**src/rtl/hazard_ctl.sv**
```systemverilog
// Decode-stage sequencer: load-use stall, branch flush and memory freeze.
// Optional performance counters are built when HAZARD_PERF_EN is defined.
module hazard_ctl #(
  parameter int STALL_CYCLES = 1
) (
  input  logic        clk,
  input  logic        rst,
  input  logic [4:0]  IF_ID_rs,
  input  logic [4:0]  IF_ID_rt,
  input  logic        ID_EX_mem_read,
  input  logic [4:0]  ID_EX_rt,
  input  logic        EX_MEM_branch_taken,
  input  logic        dmem_busy,
  output logic        pc_write,
  output logic        if_id_write,
  output logic        if_id_flush,
  output logic        id_ex_bubble,
  output logic        id_ex_flush,
  output logic        ex_mem_flush,
  output logic        pipe_freeze,
  output logic [1:0]  ctl_state,
  output logic [31:0] stall_count,
  output logic [31:0] flush_count,
  output logic [31:0] freeze_count
);

  typedef enum logic [1:0] {
    RUN   = 2'b00,
    STALL = 2'b01,
    FLUSH = 2'b10
  } state_t;

  localparam logic [1:0] LOAD = 2'(STALL_CYCLES - 1);

  state_t     state;
  logic [1:0] cnt;
  logic       hz;
  logic       frz;
  logic       fl;
  logic       stl;

  always_comb begin
    hz  = ID_EX_mem_read && (ID_EX_rt != 5'd0) &&
          ((ID_EX_rt == IF_ID_rs) || (ID_EX_rt == IF_ID_rt));
    frz = dmem_busy;
    fl  = EX_MEM_branch_taken && !frz;
    // STALL holds regardless of hz; only RUN/FLUSH look at it
    stl = !frz && !fl && ((state == STALL) || hz);
  end

  assign pc_write     = rst ? 1'b1 : (!frz && !stl);
  assign if_id_write  = rst ? 1'b1 : (!frz && !stl);
  assign if_id_flush  = rst ? 1'b0 : fl;
  assign id_ex_flush  = rst ? 1'b0 : fl;
  assign ex_mem_flush = rst ? 1'b0 : fl;
  assign id_ex_bubble = rst ? 1'b0 : stl;
  assign pipe_freeze  = rst ? 1'b0 : frz;
  assign ctl_state    = rst ? 2'b00 : state;

  always_ff @(posedge clk) begin
    if (rst) begin
      state <= RUN;
      cnt   <= 2'd0;
    end else if (!frz) begin
      if (fl) begin
        state <= FLUSH;
        cnt   <= 2'd0;
      end else if (state == STALL) begin
        cnt <= cnt - 2'd1;
        if (cnt <= 2'd1) begin
          state <= RUN;
        end
      end else if (hz) begin
        cnt   <= LOAD;
        state <= (STALL_CYCLES > 1) ? STALL : RUN;
      end else begin
        state <= RUN;
      end
    end
  end

`ifdef HAZARD_PERF_EN
  logic [31:0] stall_q;
  logic [31:0] flush_q;
  logic [31:0] freeze_q;

  always_ff @(posedge clk) begin
    if (rst) begin
      stall_q  <= '0;
      flush_q  <= '0;
      freeze_q <= '0;
    end else begin
      if (id_ex_bubble) stall_q  <= stall_q + 32'd1;
      if (id_ex_flush)  flush_q  <= flush_q + 32'd1;
      if (pipe_freeze)  freeze_q <= freeze_q + 32'd1;
    end
  end

  assign stall_count  = rst ? 32'd0 : stall_q;
  assign flush_count  = rst ? 32'd0 : flush_q;
  assign freeze_count = rst ? 32'd0 : freeze_q;
`else
  assign stall_count  = 32'd0;
  assign flush_count  = 32'd0;
  assign freeze_count = 32'd0;
`endif

endmodule

```
**config.mk**
```make
export PLATFORM = sky130hd
export DESIGN_NAME = hazard_ctl
export DESIGN_NICKNAME = d
export VERILOG_FILES = /design/src/rtl/hazard_ctl.sv
export SDC_FILE = /design/constraint.sdc
export NUM_CORES = 1
export LEC_CHECK = 0
export CAP_MARGIN = 10
export CORE_MARGIN = 4
export CORE_UTILIZATION = 23
export CTS_CLUSTER_SIZE = 8
export DETAILED_ROUTE_END_ITERATION = 12
export PLACE_DENSITY = 0.77
export SETUP_SLACK_MARGIN = 0.05
export SYNTH_ARGS = -nofsm -noshare
export SYNTH_HDL_FRONTEND = slang
export SYNTH_SLANG_ARGS = --single-unit
export TNS_END_PERCENT = 1
```
**constraint.sdc**
```tcl
create_clock -name clk -period 1.4 [get_ports clk]
set_clock_uncertainty 0.15 [all_clocks]
set_input_delay 0.21 -clock clk [delete_from_list [all_inputs] [get_ports clk]]
set_output_delay 0.21 -clock clk [all_outputs]
set_load 0.01 [all_outputs]
```
; ---- Word-level counts from Yosys, hierarchy flattened
; Cells that the tools add are included.
[word_totals]
reg_bits = 4
output_inout_bits = 105
word_cells = 35
[op_classes]
add_sub_neg = 1
magnitude_cmp = 1
eq_ne = 4
n_mux = 11
n_bitwise = 1
reduce_logical = 15
[ops]
columns = operator, n
row1 = 2-bit two-way mux, 7
row2 = 5-bit equality test, 2
row3 = 1-bit logical AND, 6
row4 = 5-bit nonzero test, 1
row5 = 1-bit two-way mux, 4
row6 = 2-bit AND reduction, 2
row7 = 1-bit zero test, 3
row8 = "3-bit by 2-bit inequality test with 1-bit output, second input constant", 1
row9 = 3-bit nonzero test, 1
row10 = "2-bit by 1-bit equality test with 1-bit output, second input constant", 1
row11 = "2-bit by 1-bit <= comparator with 1-bit output, second input constant", 1
row12 = 1-bit logical OR, 2
row13 = "2-bit by 1-bit subtractor with 2-bit output, second input constant", 1
row14 = 1-bit NOT, 1

; ---- Longest topological paths before layout
[depth]
depth_word = 8
depth_mapped = 5

; ---- Worst setup path before layout
; OpenSTA, ideal clock, no wires.
[synth_path]
path_kind = in2out
start = input ID_EX_rt[0]
end = output pc_write
arrival_ps = 1185
required_time_ps = 1040
setup_slack_ps = -145
stages = 4
n_path_buf = 1
path_cell_list = or3_1 o31a_1 a21oi_2 buf_4
[synth_via]
elab_chain_len = 8
[synth_rtl]
columns = item, line
row1 = start: declaration, 11  ; input logic [4:0] ID_EX_rt,
row2 = 5-bit equality test / 5-bit nonzero test (equally long branches), "44, 43"
row3 = 1-bit logical OR / 1-bit logical AND (equally long branches), "44, 43"
row4 = 1-bit logical AND (*), 43  ; hz = ID_EX_mem_read && (ID_EX_rt != 5'd0) &&
row5 = 1-bit logical OR (*), 48  ; stl = !frz && !fl && ((state == STALL) || hz);
row6 = 1-bit logical AND (*), 48
row7 = 1-bit zero test (*), --
row8 = 1-bit logical AND (*), --
row9 = 1-bit two-way mux (*), --
row10 = end: declaration, 14  ; output logic pc_write,
; Mark *: on every way between the ends. The rest lies on a longest branch, timed or not.

; ---- Worst setup path after layout
[layout_path]
start = input ID_EX_rt[1]
end = output pc_write
[layout_via]
elab_chain_len = 8
[layout_rtl]
columns = item, line
row1 = 5-bit equality test / 5-bit nonzero test (equally long branches), "44, 43"
row2 = 1-bit logical OR / 1-bit logical AND (equally long branches), "44, 43"
row3 = 1-bit logical AND (*), 43
row4 = 1-bit logical OR (*), 48
row5 = 1-bit logical AND (*), 48
row6 = 1-bit zero test (*), 51  ; assign pc_write = rst ? 1'b1 : (!frz && !stl);
row7 = 1-bit logical AND (*), 51
row8 = 1-bit two-way mux (*), 51
; Marked as above.

==> summary.md <==
| Metric | Value |
|---|---|
| RSZ-0062 raised after global routing | `yes` |
| Drc violations | `0` |
| Final setup TNS | `-0.477 ns` |
| Hold-fix buffer count after cts | `0` |
| Synth area leader | `buf_4` |
| Top cells by area, synth | `buf_4 (78%), xnor2_1 (9.1%), dfxtp_1 (2.1%), nor3b_1 (1.6%), nor2b_1 (1.3%)` |
| WP buf/inv | `2` |
| Via Count | `about 600` |
| Crit path DAT | `about 1.2 ns` |
| Flop2flop setup slack | `between 0.5 and 0.6 ns` |
| Post-DP HPWL | `around 1600 um` |
| Ys async rst share | `0%` |
| Fmax | `roughly 630 MHz` |
| Seq/Total Area, Yosys | `just over 2%` |
| Final WL | `~1700 um` |
| Critical path origin | `ID_EX_rt[1]` |
| Startpoint types | `input port` |
| Clk_lat worst skew | `0 ns` |
| GRT overflow | `0` |
| Count leader, synth | `buf_4` |
| GPL Wtd Cong | `0.585` |
| FF+latch count, synth | `1` |
| Fin. max-slew vios | `0` |
| Mapped Cells | `between 100 and 150` |
| Total Routing Usage GR | `4.82%` |
| Smallest setup slack after layout | `-0.186 ns` |
| Largest register FFs | `1` |
| Sequential Area | `~20 um2` |
| Min-delay worst type | `in -> reg` |
| Post-synth top flop | `dfxtp_1` |
| Post-CTS Setup Bufs | `0` |
| Clock-pin transition on the worst setup and hold timing paths | `0 ns` |
| Sequential share of power | `between 10% and 20%` |
| IO buf count | `27` |
| DP Worst Slack | `-1.05 ns` |
| CP max-delay cell | `or3_4` |
| CP required | `1.04 ns` |
| Hold Fails Final Rpt | `0` |
| Failing checks | `setup timing` |
| Initial core utilization | `a little under a quarter` |
| Fillers | `about 470` |
| Die Span X | `just over 70 um` |
| Largest register by flop count | `state` |
| Final ANT Viol Nets | `0` |
| Core Box Area | `~0.0040 mm2` |
| Leakage | `roughly 0.58 nW` |
| Critical path type | `in -> out` |
| Die Area | `0.00529 mm2` |
| Largest net degree at the start of global routing | `5` |
| Crit path max-delay family | `compound AO/OA/AOI/OAI gates` |
| Nets | `181` |
| Layout Cells excl Fill | `209` |
| Multi-input logic area | `~600 um2` |
| Yosys warns | `0` |
| Mapped cell area | `~960 um2` |
| Yosys top cell area share | `~80%` |
| Max IR drop VDD | `~0.082 mV` |
| Clock power share | `0%` |
| Comb power frac | `approximately 90%` |
| Sw frac | `59.4%` |
| Internal power | `around 0.12 mW` |
| Period utilization | `113%` |
| CP endpoint kind | `primary output` |
| # diodes | `0` |
| Cell Chain, Critical Path | `buf_6 > or3_4 > o31a_1 > a21oi_2 > buf_2` |
| Initial antenna violation count | `0` |
| R2R Path Start | `state[1]` |
| DR pass1 iterations | `2` |
| Number of global-route vias before repair | `roughly 490` |
| Netlist cell types | `15` |
| Post-synth EDFFs | `0` |
| Routed len/inst | `roughly 8.1 um` |
| Vias/cell | `2.84` |
| Critical Path Fanout Max | `2` |
| Fraction of layout cells with a size suffix above 1 | `between 20% and 30%` |
| Most frequent cells after synthesis | `buf_4 (100), xnor2_1 (10)` |
| Crit path time final | `roughly 1.6 ns` |
| Biggest regs | `state: 1 flops` |
| PD cells | `around 310 mW/mm2` |
| Status | `finished, violations left` |
| Avg Synthesized Cell Area | `around 7.6 um2` |
| CP endpoint | `pc_write` |
| I/O Pins | `around 130` |
| R2R cell count | `2` |
| First-pass GRT wire length | `between 2000 and 2500 um` |
| Starting DRC count in detailed routing | `3` |
| Worst R2R End | `state[1]` |
| Cells after DPL | `209` |
| Layout overhead on the synthesized area | `2.34%` |
| Final setup viols | `3` |
| CP max stage delay | `roughly 0.38 ns` |
| Chip height | `a little over 70 um` |
| Crit path depth | `5` |
| Max_cap viols | `0` |
| Psw | `~0.18 mW` |
| # rows | `23` |
[area by class of cell]
type                    count  share of cell area [%]
repair buffers             36                    29.3
multi-input cells         122                    62.3
flip-flops and latches      1                    2.03
well taps                  50                    6.35
[kinds of logic (layout without fill, tap and decap cells)]
group / count (synthesis) / after routing / synth area share [%]
other: 1 / 97 / 0.389
buffers and inverters: 100 / 36 / 77.9
flip-flops: 1 / 1 / 2.08
AND/OR/NAND/NOR: 10 / 10 / 6.23
AO/OA/AOI/OAI: 5 / 5 / 4.29
XOR/XNOR: 10 / 10 / 9.09
[power by group through the flow]
stage,Clock [mW],Sequential [mW],Combinational [mW]
global route,0,0.0313,0.306
floorplan,0,0.0309,0.368
detailed placement,0,0.0312,0.271
global placement,0,0.0310,0.269
CTS,0,0.0312,0.261
finish,0,0.0311,0.276
[tightest hold or removal path: cells and delay by family]
family / cells / cell delay [ns]
AO/OA/AOI/OAI: 1 / 0.09
buffers and inverters: 2 / 0.23
[placed cells by master, fill, tap and decap left out]
master and count:
a21o_1 1, dfxtp_1 1, xnor2_2 3, o31a_1 1, xnor2_1 7, nor2b_1 1
conb_1 97, nand3_1 2, clkdlybuf4s15_1 6, nor2b_2 1, buf_2 6, clkdlybuf4s15_2 1
clkbuf_2 5, nand2_1 2, dlygate4sd2_1 4, or3_4 1, buf_4 8, nor3b_2 2
nor4b_4 1, buf_6 6, o311a_1 1, a21oi_2 1, o22ai_2 1
[repair_timing]
action	4_1_cts	5_1_grt
setup endpoints to repair	9	7
pin swaps	18	17
resized for setup	75	20
endpoints found under the hold margin	0	0
[how the worst min path moves through the flow]
stage                          from        to  depth (start not counted)
after floorplan           dmem_busy  state[1]                          1
after global placement     state[1]  state[1]                          2
after detailed placement   state[1]  state[1]                          2
after CTS                  state[1]  state[1]                          2
after global routing      dmem_busy  state[1]                          3
final                     dmem_busy  state[1]                          3
[layer usage]
layer	vias up	track usage [%]	part of all wire, %
met3	0	0.689	21
met4	0	0	0
li1	263	-	-
met5	-	0	0
met1	256	4.94	25
met2	75	10.5	54
[per-stage QoR]
stage                     power, mW  cell area [um2]  hold WS [ns]  utilization [%]
after CTS                     0.292              973         0.448             24.2
after global routing          0.337              986         0.439             24.5
after detailed placement      0.302              973         0.453             24.2
after global placement        0.300              973         0.430             24.2
after floorplan               0.399             1320         0.170                -
final                         0.308              986         0.416             24.5
Note: power is estimated with default switching activity, not from simulation.
